`config.mk`:
```
export PLATFORM = sky130hd
export DESIGN_NAME = uart_msg_assembler_flat
export DESIGN_NICKNAME = d
export VERILOG_FILES = /design/src/rtl/uart_msg_pkg.sv /design/src/rtl/uart_msg_assembler_if.sv /design/src/rtl/msg_timeout_timer.sv /design/src/rtl/uart_msg_assembler.sv /design/src/flat_wrapper.sv
export SDC_FILE = /design/constraint.sdc
export NUM_CORES = 1
export LEC_CHECK = 0
export ABC_AREA = 0
export CAP_MARGIN = 40
export CORE_AREA = 2 2 131 133
export DETAILED_ROUTE_END_ITERATION = 7
export DIE_AREA = 0 0 133 135
export PLACE_DENSITY_LB_ADDON = 0.08
export REMOVE_ABC_BUFFERS = 1
export SYNTH_ARGS = -nofsm -noshare
export SYNTH_HDL_FRONTEND = slang
export SYNTH_SLANG_ARGS = --single-unit
export TNS_END_PERCENT = 50
```
`constraint.sdc`:
```
create_clock -name clk -period 4.41 [get_ports clk]
set_input_delay 1.1025 -clock clk [delete_from_list [all_inputs] [get_ports clk]]
set_output_delay 1.1025 -clock clk [all_outputs]
set_load 0.1 [all_outputs]
```
`src/rtl/uart_msg_pkg.sv`:
```
// Shared definitions for the UART command message path: message width, field layout,
// header codes and the assembler state type.
package uart_msg_pkg;

    localparam int unsigned UART_MSG_WIDTH = 64;
    localparam int unsigned HDR_WIDTH      = 8;
    localparam int unsigned PAYLOAD_WIDTH  = UART_MSG_WIDTH - HDR_WIDTH;

    localparam int unsigned HDR_MSB     = UART_MSG_WIDTH - 1;
    localparam int unsigned HDR_LSB     = PAYLOAD_WIDTH;
    localparam int unsigned PAYLOAD_MSB = PAYLOAD_WIDTH - 1;
    localparam int unsigned PAYLOAD_LSB = 0;

    typedef enum logic [HDR_WIDTH-1:0] {
        HdrNop   = 8'h00,
        HdrRead  = 8'h01,
        HdrWrite = 8'h02,
        HdrDelay = 8'h08
    } msg_hdr_e;

    typedef enum logic [0:0] {
        StIdle,
        StAssemble
    } asm_state_e;

    function automatic logic [UART_MSG_WIDTH-1:0] make_msg(
        input logic [HDR_WIDTH-1:0]     hdr,
        input logic [PAYLOAD_WIDTH-1:0] payload
    );
        return {hdr, payload};
    endfunction

endpackage

```
`src/rtl/uart_msg_assembler_if.sv`:
```
// Output handshake between the message assembler (master) and the command decoder (slave).
interface uart_msg_assembler_if #(
    parameter int unsigned MSG_WIDTH = 64
) ();

    logic [MSG_WIDTH-1:0] msg_data;
    logic                 msg_valid;
    logic                 msg_ready;

    modport master (
        output msg_data,
        output msg_valid,
        input  msg_ready
    );

    modport slave (
        input  msg_data,
        input  msg_valid,
        output msg_ready
    );

endinterface

```
`src/rtl/msg_timeout_timer.sv`:
```
// Inter-byte idle timer: counts enabled cycles up to TIMEOUT_CLKS and saturates.
module msg_timeout_timer #(
    parameter int unsigned TIMEOUT_CLKS = 200_000
) (
    input  logic clk,
    input  logic n_reset,
    input  logic clear,
    input  logic enable,
    output logic expired
);

    localparam int unsigned CntW = $clog2(TIMEOUT_CLKS + 1);
    localparam logic [CntW-1:0] Limit   = CntW'(TIMEOUT_CLKS);
    localparam logic [CntW-1:0] LimitM1 = CntW'(TIMEOUT_CLKS - 1);

    logic [CntW-1:0] count_q, count_d;

    always_ff @(posedge clk) begin
        if (!n_reset) begin
            count_q <= '0;
        end else begin
            count_q <= count_d;
        end
    end

    always_comb begin
        count_d = count_q;
        if (clear) begin
            count_d = '0;
        end else if (enable && (count_q != Limit)) begin
            count_d = count_q + 1'b1;
        end
    end

    // Asserted on the edge at which the count reaches the limit.
    assign expired = enable && !clear && (count_q >= LimitM1);

endmodule

```
`src/rtl/uart_msg_assembler.sv`:
```
// Packs LSB-first UART bytes into one message, drops partials on timeout or framing error,
// and holds the finished message under a valid/ready handshake.
module uart_msg_assembler
    import uart_msg_pkg::*;
#(
    parameter int unsigned DATA_WIDTH   = 8,
    parameter int unsigned MSG_WIDTH    = UART_MSG_WIDTH,
    parameter int unsigned TIMEOUT_CLKS = 200_000
) (
    input  logic                  clk,
    input  logic                  n_reset,
    input  logic [DATA_WIDTH-1:0] rx_data,
    input  logic                  rx_valid,
    input  logic                  rx_frame_err,
    uart_msg_assembler_if.master  msg,
    output logic                  overflow,
    output logic                  resync,
    input  logic                  overflow_clr
);

    localparam int unsigned WORDS = MSG_WIDTH / DATA_WIDTH;
    localparam int unsigned CntW  = $clog2(WORDS);
    localparam logic [CntW-1:0] LastIdx = CntW'(WORDS - 1);

    asm_state_e           state_q, state_d;
    logic [CntW-1:0]      count_q, count_d;
    logic [MSG_WIDTH-1:0] shift_q, shift_d;
    logic [MSG_WIDTH-1:0] msg_data_q, msg_data_d;
    logic                 msg_valid_q, msg_valid_d;
    logic                 overflow_q, overflow_d;
    logic                 resync_q, resync_d;

    logic timer_clear, timer_enable, timer_expired;
    logic timeout, complete, accept;

    assign timer_clear  = rx_valid || rx_frame_err || (state_q == StIdle);
    assign timer_enable = (state_q == StAssemble);

    msg_timeout_timer #(
        .TIMEOUT_CLKS (TIMEOUT_CLKS)
    ) u_timer (
        .clk     (clk),
        .n_reset (n_reset),
        .clear   (timer_clear),
        .enable  (timer_enable),
        .expired (timer_expired)
    );

    assign timeout  = timer_expired;
    assign complete = rx_valid && !rx_frame_err && (state_q == StAssemble) &&
                      (count_q == LastIdx);
    assign accept   = msg_valid_q && msg.msg_ready;

    always_ff @(posedge clk) begin
        if (!n_reset) begin
            state_q     <= StIdle;
            count_q     <= '0;
            shift_q     <= '0;
            msg_data_q  <= '0;
            msg_valid_q <= 1'b0;
            overflow_q  <= 1'b0;
            resync_q    <= 1'b0;
        end else begin
            state_q     <= state_d;
            count_q     <= count_d;
            shift_q     <= shift_d;
            msg_data_q  <= msg_data_d;
            msg_valid_q <= msg_valid_d;
            overflow_q  <= overflow_d;
            resync_q    <= resync_d;
        end
    end

    // Count is always zero in StIdle, so it doubles as the byte slot index in both states.
    always_comb begin
        state_d = state_q;
        count_d = count_q;
        shift_d = shift_q;
        if (rx_frame_err) begin
            state_d = StIdle;
            count_d = '0;
        end else if (rx_valid) begin
            for (int i = 0; i < int'(WORDS); i++) begin
                if (count_q == CntW'(i)) begin
                    shift_d[i*DATA_WIDTH +: DATA_WIDTH] = rx_data;
                end
            end
            if (count_q == LastIdx) begin
                state_d = StIdle;
                count_d = '0;
            end else begin
                state_d = StAssemble;
                count_d = count_q + 1'b1;
            end
        end else if (timeout) begin
            state_d = StIdle;
            count_d = '0;
        end
    end

    always_comb begin
        resync_d    = (rx_frame_err && ((count_q != '0) || rx_valid)) || timeout;
        msg_data_d  = msg_data_q;
        msg_valid_d = msg_valid_q;
        overflow_d  = overflow_q && !overflow_clr;
        if (complete) begin
            if (!msg_valid_q || msg.msg_ready) begin
                msg_data_d  = shift_d;
                msg_valid_d = 1'b1;
            end else begin
                overflow_d = 1'b1;
            end
        end else if (accept) begin
            msg_valid_d = 1'b0;
        end
    end

    assign msg.msg_data  = msg_data_q;
    assign msg.msg_valid = msg_valid_q;
    assign overflow      = overflow_q;
    assign resync        = resync_q;

endmodule

```
`src/flat_wrapper.sv`:
```
// flat-port wrapper written by rule: the top's interface ports become plain ports
module uart_msg_assembler_flat import uart_msg_pkg::*;
#(
    parameter int unsigned DATA_WIDTH   = 8,
    parameter int unsigned MSG_WIDTH    = UART_MSG_WIDTH,
    parameter int unsigned TIMEOUT_CLKS = 200_000
)
  (clk, n_reset, rx_data, rx_valid, rx_frame_err, overflow, resync, overflow_clr, msg_msg_data, msg_msg_valid, msg_msg_ready);
  uart_msg_assembler_if #(.MSG_WIDTH(MSG_WIDTH)) msg_i ();
  input  logic clk;
  input  logic n_reset;
  input  logic [DATA_WIDTH-1:0] rx_data;
  input  logic rx_valid;
  input  logic rx_frame_err;
  output logic overflow;
  output logic resync;
  input  logic overflow_clr;
  output wire logic [$bits(msg_i.msg_data)-1:0] msg_msg_data;
  output wire logic [$bits(msg_i.msg_valid)-1:0] msg_msg_valid;
  input wire logic [$bits(msg_i.msg_ready)-1:0] msg_msg_ready;
  assign msg_msg_data = msg_i.msg_data;
  assign msg_msg_valid = msg_i.msg_valid;
  assign msg_i.msg_ready = msg_msg_ready;
  uart_msg_assembler #(.DATA_WIDTH(DATA_WIDTH), .MSG_WIDTH(MSG_WIDTH), .TIMEOUT_CLKS(TIMEOUT_CLKS)) u_core (.clk(clk), .n_reset(n_reset), .rx_data(rx_data), .rx_valid(rx_valid), .rx_frame_err(rx_frame_err), .msg(msg_i), .overflow(overflow), .resync(resync), .overflow_clr(overflow_clr));
endmodule
```
==> report_table.html, run 1 <==
<table>
<tr><th>Metric</th><th>Value</th></tr>
<tr><th colspan="2">STA</th></tr>
<tr><td>Headroom to the max-slew limit</td><td>0.554</td></tr>
<tr><td>Count of endpoints failing hold in the final timing report</td><td>0</td></tr>
<tr><td>Final-report setup violation count</td><td>0</td></tr>
<tr><td>Fraction of the cycle the final worst path needs</td><td>0.680</td></tr>
<tr><td>Fin Clk Skew</td><td>~0.0086 ns</td></tr>
<tr><td>Unrepaired setup endpoints after global routing</td><td>false</td></tr>
<tr><td>Min cycle time layout</td><td>roughly 3.0 ns</td></tr>
<tr><td>Fin Setup TNS</td><td>0 ns</td></tr>
<tr><td>Maximum clock rate</td><td>334 MHz</td></tr>
<tr><td>Number of pins exceeding their max-slew limit in the final report</td><td>0</td></tr>
<tr><td>Worst Tran Pin Value</td><td>0.667 ns</td></tr>
<tr><th colspan="2">Global routing</th></tr>
<tr><td>Via count of the first global-routing pass</td><td>about 4500</td></tr>
<tr><td>Global-route total usage across every layer</td><td>0.161</td></tr>
<tr><td>Global-route wire length before repair</td><td>roughly 23000 um</td></tr>
<tr><td>Initial antenna violation count</td><td>0</td></tr>
<tr><td>Maximum number of pins on one net before global-route repair</td><td>76</td></tr>
<tr><td>Total global routing overflow</td><td>0</td></tr>
<tr><th colspan="2">Power</th></tr>
<tr><td>Final Power</td><td>0.00292 W</td></tr>
<tr><td>Internal</td><td>0.00231 W</td></tr>
<tr><td>Proportion of power drawn by flip-flops and latches</td><td>0.474</td></tr>
<tr><td>Peak supply drop</td><td>approximately 0.27 mV</td></tr>
<tr><td>Power Dens Cells</td><td>between 300 and 400 mW/mm2</td></tr>
<tr><td>Portion of total power attributed to the clock network</td><td>0.499</td></tr>
<tr><td>Cell leakage power</td><td>3.19 nW</td></tr>
<tr><td>Net Sw Frac</td><td>0.210</td></tr>
<tr><td>Logic gate share of total power</td><td>0.028</td></tr>
<tr><td>Net switching power</td><td>0.000612 W</td></tr>
<tr><th colspan="2">Routing</th></tr>
<tr><td>Vias</td><td>4545</td></tr>
<tr><td>Average wire per cell in the routed design</td><td>14.6 um</td></tr>
<tr><td>Remaining routing DRC violations</td><td>0</td></tr>
<tr><td>Via density per instance</td><td>4.82</td></tr>
<tr><td>Antenna violation net count after detailed routing</td><td>0</td></tr>
<tr><td>Pre-Repair DR Iteration Count</td><td>5</td></tr>
<tr><td>Iter 0 DRT Violations</td><td>between 200 and 250</td></tr>
<tr><td>Detailed Route WL</td><td>between 10000 and 15000 um</td></tr>
<tr><th colspan="2">Synth</th></tr>
<tr><td>Distinct cell type count after synthesis</td><td>40</td></tr>
<tr><td>Primary FF master, synth</td><td>dfxtp_1</td></tr>
<tr><td>Number of synthesized register bits</td><td>around 150</td></tr>
<tr><td>Fraction of synthesis flops using an asynchronous set or reset pin</td><td>0</td></tr>
<tr><td>Post-synth EDFFs</td><td>0</td></tr>
<tr><td>Avg Cell Area, Syn</td><td>9.67 um2</td></tr>
<tr><td>Cell Area, Synth</td><td>0.00568 mm2</td></tr>
<tr><td>Yosys Warn Count</td><td>0</td></tr>
<tr><td>Number of standard cells after synthesis</td><td>587</td></tr>
<tr><td>Sequential fraction of the synthesis area</td><td>0.536</td></tr>
<tr><th colspan="2">Worst setup path</th></tr>
<tr><td>Buffering stage count on the worst path with inverters included</td><td>1</td></tr>
<tr><td>Cells along the critical path</td><td>clkdlybuf4s50_1 -&gt; nor2b_1 -&gt; nand3_1 -&gt; mux2i_1 -&gt; a211oi_1</td></tr>
<tr><td>FF-to-FF Start</td><td>u_core.u_timer.count_q[0]$_SDFFE_PP0P_</td></tr>
<tr><td>Largest driver fanout on the critical path</td><td>10</td></tr>
<tr><td>Family of cells with the greatest summed delay on the critical path</td><td>simple AND/OR/NAND/NOR gates</td></tr>
<tr><td>Data arrival time of the worst path</td><td>3.27 ns</td></tr>
<tr><td>Critical path capture point type</td><td>flip-flop</td></tr>
<tr><td>Critical path launch point type</td><td>primary input</td></tr>
<tr><td>Reg2Reg Depth</td><td>6</td></tr>
<tr><td>CP Data Required Time</td><td>4.69 ns</td></tr>
<tr><td>Crit-path max cell delay</td><td>between 0.6 and 0.7 ns</td></tr>
<tr><td>Setup slack of the worst register-to-register path</td><td>2.14 ns</td></tr>
<tr><td>Cell count along the critical path</td><td>5</td></tr>
<tr><td>Endpoint of the worst-slack reg-to-reg timing path</td><td>u_core.u_timer.count_q[2]$_SDFFE_PP0P_</td></tr>
<tr><td>Slowest-stage cell, CP</td><td>clkdlybuf4s50_1</td></tr>
<tr><td>Type of the worst setup path</td><td>primary input to flip-flop</td></tr>
<tr><th colspan="2">Die</th></tr>
<tr><td>DIE HEIGHT</td><td>between 100 and 150 um</td></tr>
<tr><td>Die width</td><td>133 um</td></tr>
<tr><td>Site row count</td><td>between 40 and 50</td></tr>
<tr><td>IO Count</td><td>81</td></tr>
<tr><td>Std-Cell Core Area</td><td>0.0164 mm2</td></tr>
<tr><td>Starting density of the core</td><td>0.346</td></tr>
<tr><td>Die Outline Area</td><td>0.0180 mm2</td></tr>
<tr><th colspan="2">Placement</th></tr>
<tr><td>Total cell area at the placement stage</td><td>0.00767 mm2</td></tr>
<tr><td>Port buffer count</td><td>80</td></tr>
<tr><td>Final weighted congestion in routability-driven placement</td><td>0.751</td></tr>
<tr><td>Detailed-placement wirelength estimate</td><td>9210 um</td></tr>
<tr><th colspan="2">Finish</th></tr>
<tr><td>Number of nets in the finished design</td><td>734</td></tr>
<tr><td>Area Growth Syn to Fin</td><td>45.6%</td></tr>
<tr><td>Share of the core filled with cells in the final layout</td><td>0.504</td></tr>
<tr><td>Most frequent standard cell in the layout excluding fill and tap cells</td><td>dfxtp_1</td></tr>
<tr><td>Antenna cells</td><td>0</td></tr>
<tr><td>Layout cell share with drive strength beyond 1</td><td>0.149</td></tr>
<tr><td>Most used cells in the layout excluding fill and tap cells</td><td>dfxtp_1, nor2_1, clkdlybuf4s50_1</td></tr>
<tr><td>Finished layout cell area</td><td>~0.0083 mm2</td></tr>
<tr><td>Fill cell count</td><td>~1500</td></tr>
<tr><th colspan="2">Hold path</th></tr>
<tr><td>Count of cells along the worst hold path</td><td>2</td></tr>
<tr><td>Worst hold path class</td><td>flip-flop to flip-flop</td></tr>
<tr><td>Startpoint of the most critical hold path</td><td>u_core.overflow$_SDFF_PN0_</td></tr>
<tr><td>End point of the most critical hold path</td><td>u_core.overflow$_SDFF_PN0_</td></tr>
<tr><th colspan="2">Clock network</th></tr>
<tr><td>Number of CTS-inserted buffers</td><td>17</td></tr>
<tr><td>Maximum root-to-sink buffer count</td><td>2</td></tr>
<tr><td>Post-CTS setup repair buffer count</td><td>0</td></tr>
<tr><td>Post-CTS sizing</td><td>0</td></tr>
<tr><td>CTS tree</td><td>yes</td></tr>
<tr><td>Number of levels the H-tree was split into</td><td>4</td></tr>
<tr><td>Clock latency of the later-clocked register in the worst-skew pair</td><td>0.42 ns</td></tr>
<tr><td>CTS clk-pin slew, worst paths</td><td>0.06 ns</td></tr>
<tr><td>Hold-fix buffers at CTS</td><td>0</td></tr>
<tr><td>Clock Tree Root</td><td>clkbuf_16</td></tr>
<tr><td>Clock tree sinks</td><td>152</td></tr>
<tr><th colspan="2">Flow run</th></tr>
<tr><td>Maximum Capacitance Violations</td><td>0</td></tr>
<tr><th colspan="2">Outcome</th></tr>
<tr><td>Result of the run</td><td>finished clean</td></tr>
</table>
[worst min-delay path: cells and delay by family (launching register included)]
| kind | cells | cell delay [ns] |
|---|---|---|
| compound gates | 1 | 0.06 |
| flops | 1 | 0.32 |
| simple gates | 1 | 0.07 |
[layout make-up]
type	count	area [um2]	area share
clock inverters	11	148	0.0179
multi-input cells	379	2420	0.293
inverters	11	43.8	0.00530
clock buffers	19	443	0.0536
flip-flops and latches	152	3040	0.368
repair buffers	151	1890	0.228
well taps	220	275	0.0333
[state kept, by name, indices dropped and copies added (netlist names)]
register,cells
u_core.shift_q,63
u_core.overflow,1
u_core.msg.msg_data,64
u_core.resync,1
u_core.count_q,3
u_core.state_q,1
u_core.msg.msg_valid,1
u_core.u_timer.count_q,18
[kinds of logic (layout without fill, tap and decap cells)]
kind of cell    Yosys count  in the layout  synth area share
flops                   152            152             0.536
simple gates            205            205             0.160
compound gates           91             91             0.118
fa+ha+maj                 8              8            0.0176
mux                      67             67             0.118
buf+inv                  56            192            0.0381
xor+xnor                  8              8            0.0123
[worst max path at each step]
stage | startpoint | endpoint
after floorplan | rx_frame_err | u_core.msg.msg_data[63]$_SDFFE_PN0P_
after global placement | rx_valid | u_core.msg.msg_data[54]$_SDFFE_PN0P_
after global routing | rx_valid | u_core.msg.msg_data[55]$_SDFFE_PN0P_
final | rx_valid | u_core.msg.msg_data[55]$_SDFFE_PN0P_
after detailed placement | rx_valid | u_core.msg.msg_data[55]$_SDFFE_PN0P_
after CTS | rx_valid | u_core.msg.msg_data[55]$_SDFFE_PN0P_
[cells in the mapped netlist, types with 2 or more instances]
cell | n | area, um2
a211oi_1 | 64 | 480
a21boi_0 | 2 | 15.0
a21oi_1 | 9 | 45.0
a32o_1 | 2 | 20.0
and3_1 | 5 | 31.3
buf_2 | 5 | 25.0
clkbuf_1 | 40 | 150
dfxtp_1 | 152 | 3040
ha_1 | 8 | 100
inv_1 | 10 | 37.5
mux2i_1 | 67 | 671
nand2_1 | 13 | 48.8
nand2b_1 | 4 | 25.0
nand3_1 | 10 | 50.1
nand4_1 | 9 | 56.3
nor2_1 | 138 | 518
nor2b_1 | 4 | 25.0
nor3_1 | 3 | 15.0
nor4_1 | 4 | 25.0
o21ai_0 | 5 | 25.0
o41ai_1 | 3 | 26.3
or3_1 | 5 | 31.3
or4_1 | 2 | 15.0
xnor2_1 | 2 | 17.5
xor2_1 | 6 | 52.6
[metal layers]
layer / GRT usage / share of wire / vias to the layer above
li1: - / - / 2295
met1: 0.206 / 0.48 / 2156
met2: 0.273 / 0.48 / 80
met3: 0.0375 / 0.030 / 14
met4: 0.0502 / 0.012 / 0
met5: 0 / 0 / -
[power by group through the flow]
stage	combinational (W)	clock (W)	sequential [W]
after floorplan	0.0000349	0	0.00142
after global placement	0.0000787	0	0.00141
after detailed placement	0.0000814	0	0.00141
after CTS	0.0000813	0.00149	0.00138
after global routing	0.0000880	0.00154	0.00138
final	0.0000803	0.00146	0.00138
[stage by stage]
| stage | cells | setup slack (ns) | hold WS (ns) |
|---|---|---|---|
| 2_1_floorplan | 542 | -1.70 | 0.452 |
| 3_3_place_gp | 846 | 0.998 | 0.461 |
| 3_5_place_dp | 913 | 0.960 | 0.477 |
| 4_1_cts | 943 | 1.39 | 0.491 |
| 5_1_grt | 943 | 1.18 | 0.508 |
| 6_report | 943 | 1.41 | 0.489 |
Note: power is estimated with default switching activity, not from simulation.
==> run 2, diff against run 1 <==
==> constraint.sdc (replaced) <==
create_clock -name clk -period 2.8 [get_ports clk]
set_input_delay 0.7 -clock clk [delete_from_list [all_inputs] [get_ports clk]]
set_output_delay 0.7 -clock clk [all_outputs]
set_load 0.1 [all_outputs]
==> report_table.html, run 2 (synthesized netlist as in run 1, its figures left out) <==
<table>
<tr><th>Metric</th><th>Value</th></tr>
<tr><th colspan="2">STA</th></tr>
<tr><td>Count of endpoints failing hold in the final timing report</td><td>0</td></tr>
<tr><td>Min cycle time layout</td><td>between 2 and 2.5 ns</td></tr>
<tr><td>Fin Setup TNS</td><td>0 ns</td></tr>
<tr><td>Worst Tran Pin Value</td><td>0.612 ns</td></tr>
<tr><td>Unrepaired setup endpoints after global routing</td><td>false</td></tr>
<tr><td>Fraction of the cycle the final worst path needs</td><td>0.819</td></tr>
<tr><td>Final-report setup violation count</td><td>0</td></tr>
<tr><td>Number of pins exceeding their max-slew limit in the final report</td><td>0</td></tr>
<tr><td>Headroom to the max-slew limit</td><td>0.589</td></tr>
<tr><td>Fin Clk Skew</td><td>just under 0.009 ns</td></tr>
<tr><td>Maximum clock rate</td><td>about 440 MHz</td></tr>
<tr><th colspan="2">Worst setup path</th></tr>
<tr><td>Family of cells with the greatest summed delay on the critical path</td><td>simple AND/OR/NAND/NOR gates</td></tr>
<tr><td>CP Data Required Time</td><td>3.10 ns</td></tr>
<tr><td>Slowest-stage cell, CP</td><td>or4b_2</td></tr>
<tr><td>Endpoint of the worst-slack reg-to-reg timing path</td><td>u_core.u_timer.count_q[2]$_SDFFE_PP0P_</td></tr>
<tr><td>Worst setup path start</td><td>u_core.u_timer.count_q[0]$_SDFFE_PP0P_</td></tr>
<tr><td>Largest driver fanout on the critical path</td><td>5</td></tr>
<tr><td>Crit-path max cell delay</td><td>0.61 ns</td></tr>
<tr><td>Critical path launch point type</td><td>flip-flop</td></tr>
<tr><td>Critical path capture point type</td><td>flip-flop</td></tr>
<tr><td>Setup slack of the worst register-to-register path</td><td>0.51 ns</td></tr>
<tr><td>Buffering stage count on the worst path with inverters included</td><td>1</td></tr>
<tr><td>Cell count along the critical path</td><td>6</td></tr>
<tr><td>FF-to-FF Start</td><td>u_core.u_timer.count_q[0]$_SDFFE_PP0P_</td></tr>
<tr><td>Reg2Reg Depth</td><td>6</td></tr>
<tr><td>Destination of the critical timing path</td><td>u_core.u_timer.count_q[2]$_SDFFE_PP0P_</td></tr>
<tr><td>Cells along the critical path</td><td>inv_1 -&gt; ha_1 -&gt; or4b_2 -&gt; nor4_1 -&gt; a21boi_0 -&gt; mux2i_1</td></tr>
<tr><td>Data arrival time of the worst path</td><td>2.59 ns</td></tr>
<tr><td>Type of the worst setup path</td><td>flip-flop to flip-flop</td></tr>
<tr><th colspan="2">Finish</th></tr>
<tr><td>Layout cell share with drive strength beyond 1</td><td>0.182</td></tr>
<tr><td>Number of flip-flops under the largest register name</td><td>64</td></tr>
<tr><td>Most frequent standard cell in the layout excluding fill and tap cells</td><td>dfxtp_1</td></tr>
<tr><td>Share of the core filled with cells in the final layout</td><td>0.444</td></tr>
<tr><td>Antenna cells</td><td>0</td></tr>
<tr><td>Most used cells in the layout excluding fill and tap cells</td><td>dfxtp_1, nor2_1, buf_4</td></tr>
<tr><td>Finished layout cell area</td><td>0.00728 mm2</td></tr>
<tr><td>Area Growth Syn to Fin</td><td>28.4%</td></tr>
<tr><td>Number of nets in the finished design</td><td>679</td></tr>
<tr><th colspan="2">Routing</th></tr>
<tr><td>Vias</td><td>around 4300</td></tr>
<tr><td>Average wire per cell in the routed design</td><td>15.0 um</td></tr>
<tr><td>Pre-Repair DR Iteration Count</td><td>4</td></tr>
<tr><td>Iter 0 DRT Violations</td><td>between 200 and 300</td></tr>
<tr><td>Remaining routing DRC violations</td><td>0</td></tr>
<tr><td>Detailed Route WL</td><td>between 10000 and 15000 um</td></tr>
<tr><td>Antenna violation net count after detailed routing</td><td>0</td></tr>
<tr><td>Via density per instance</td><td>4.89</td></tr>
<tr><th colspan="2">Power</th></tr>
<tr><td>Power Dens Cells</td><td>678 mW/mm2</td></tr>
<tr><td>Peak supply drop</td><td>0.431 mV</td></tr>
<tr><td>Cell leakage power</td><td>roughly 3.0 nW</td></tr>
<tr><td>Final Power</td><td>0.00494 W</td></tr>
<tr><th colspan="2">Clock network</th></tr>
<tr><td>Maximum root-to-sink buffer count</td><td>2</td></tr>
<tr><td>Clock latency of the later-clocked register in the worst-skew pair</td><td>approximately 0.42 ns</td></tr>
<tr><td>Clock Tree Root</td><td>clkbuf_16</td></tr>
<tr><td>Number of levels the H-tree was split into</td><td>4</td></tr>
<tr><td>Post-CTS sizing</td><td>0</td></tr>
<tr><td>CTS tree</td><td>yes</td></tr>
<tr><td>Clock tree sinks</td><td>between 150 and 200</td></tr>
<tr><td>Post-CTS setup repair buffer count</td><td>0</td></tr>
<tr><td>CTS clk-pin slew, worst paths</td><td>0.06 ns</td></tr>
<tr><td>Number of CTS-inserted buffers</td><td>17</td></tr>
<tr><td>Hold-fix buffers at CTS</td><td>0</td></tr>
<tr><th colspan="2">Placement</th></tr>
<tr><td>Port buffer count</td><td>80</td></tr>
<tr><td>Final weighted congestion in routability-driven placement</td><td>0.837</td></tr>
<tr><td>Detailed-placement wirelength estimate</td><td>8820 um</td></tr>
<tr><td>Total cell area at the placement stage</td><td>approximately 0.0066 mm2</td></tr>
<tr><th colspan="2">Die</th></tr>
<tr><td>Std-Cell Core Area</td><td>0.0164 mm2</td></tr>
<tr><td>Die Outline Area</td><td>0.0180 mm2</td></tr>
<tr><td>DIE HEIGHT</td><td>approximately 140 um</td></tr>
<tr><td>Starting density of the core</td><td>0.346</td></tr>
<tr><td>Site row count</td><td>47</td></tr>
<tr><td>Die width</td><td>133 um</td></tr>
<tr><td>IO Count</td><td>81</td></tr>
<tr><th colspan="2">Global routing</th></tr>
<tr><td>Total global routing overflow</td><td>0</td></tr>
<tr><td>Maximum number of pins on one net before global-route repair</td><td>66</td></tr>
<tr><td>Global-route total usage across every layer</td><td>0.156</td></tr>
<tr><td>Initial antenna violation count</td><td>0</td></tr>
<tr><td>Global-route wire length before repair</td><td>21600 um</td></tr>
<tr><td>Via count of the first global-routing pass</td><td>4095</td></tr>
<tr><th colspan="2">Hold path</th></tr>
<tr><td>Worst hold path class</td><td>flip-flop to flip-flop</td></tr>
<tr><th colspan="2">Flow run</th></tr>
<tr><td>Maximum Capacitance Violations</td><td>0</td></tr>
<tr><th colspan="2">Outcome</th></tr>
<tr><td>Result of the run</td><td>finished clean</td></tr>
</table>
[run 2: cell types whose count changed in the layout (fill, tap and decap cells not counted), sizes merged]
cell	before	now
buf	71	83
bufinv	3	6
clkdlybuf4s50	80	13
clkinv	5	3
clkinvlp	1	0
inv	13	15
[run 2: metal layers]
| layer | vias to the layer above | global-route usage | wire (um) | share of wire |
|---|---|---|---|---|
| li1 | 2183 | - | - | - |
| met1 | 2074 | 0.199 | 6360 | 0.48 |
| met2 | 79 | 0.250 | 6200 | 0.46 |
| met3 | 12 | 0.0526 | 674 | 0.050 |
| met4 | 0 | 0.0466 | 136 | 0.010 |
| met5 | - | 0 | 0 | 0 |
[run 2: worst min-delay path by stage]
stage	startpoint	end	depth (start not counted)
finish	u_core.overflow$_SDFF_PN0_	u_core.overflow$_SDFF_PN0_	2
detailed placement	u_core.shift_q[12]$_SDFF_PN0_	u_core.shift_q[12]$_SDFF_PN0_	2
CTS	u_core.shift_q[12]$_SDFF_PN0_	u_core.shift_q[12]$_SDFF_PN0_	2
global route	u_core.msg.msg_data[52]$_SDFFE_PN0P_	u_core.msg.msg_data[52]$_SDFFE_PN0P_	2
global placement	u_core.u_timer.count_q[17]$_SDFFE_PP0P_	u_core.u_timer.count_q[17]$_SDFFE_PP0P_	2
floorplan	u_core.u_timer.count_q[17]$_SDFFE_PP0P_	u_core.u_timer.count_q[17]$_SDFFE_PP0P_	2
[run 2: cell type report]
cell class,count,area (um2)
fillers,1563,9120
flip-flops and latches,152,3040
multi-input cells,379,2420
repair buffers,96,816
clock buffers,19,443
well taps,220,275
clock inverters,13,240
inverters,11,43.8
[run 2: where the power goes]
part           switching [W]  leakage, nW  internal [W]
Sequential        0.00000437         1.23       0.00217
Clock               0.000915        0.334       0.00171
Combinational      0.0000872         1.39     0.0000469
[run 2: worst register-to-register path, cell delays in order (launching register included)]
cell,delay [ns]
dfxtp_1,0.35
inv_1,0.10
ha_1,0.14
or4b_2,0.61
nor4_1,0.55
a21boi_0,0.27
mux2i_1,0.16
[run 2: stage by stage]
| stage | hold slack [ns] | setup slack [ns] | std cells |
|---|---|---|---|
| 6_report | 0.486 | 0.505 | 890 |
| 5_1_grt | 0.512 | 0.256 | 890 |
| 4_1_cts | 0.492 | 0.516 | 890 |
| 3_5_place_dp | 0.478 | 0.254 | 858 |
| 3_3_place_gp | 0.465 | 0.294 | 858 |
| 2_1_floorplan | 0.452 | -2.91 | 542 |
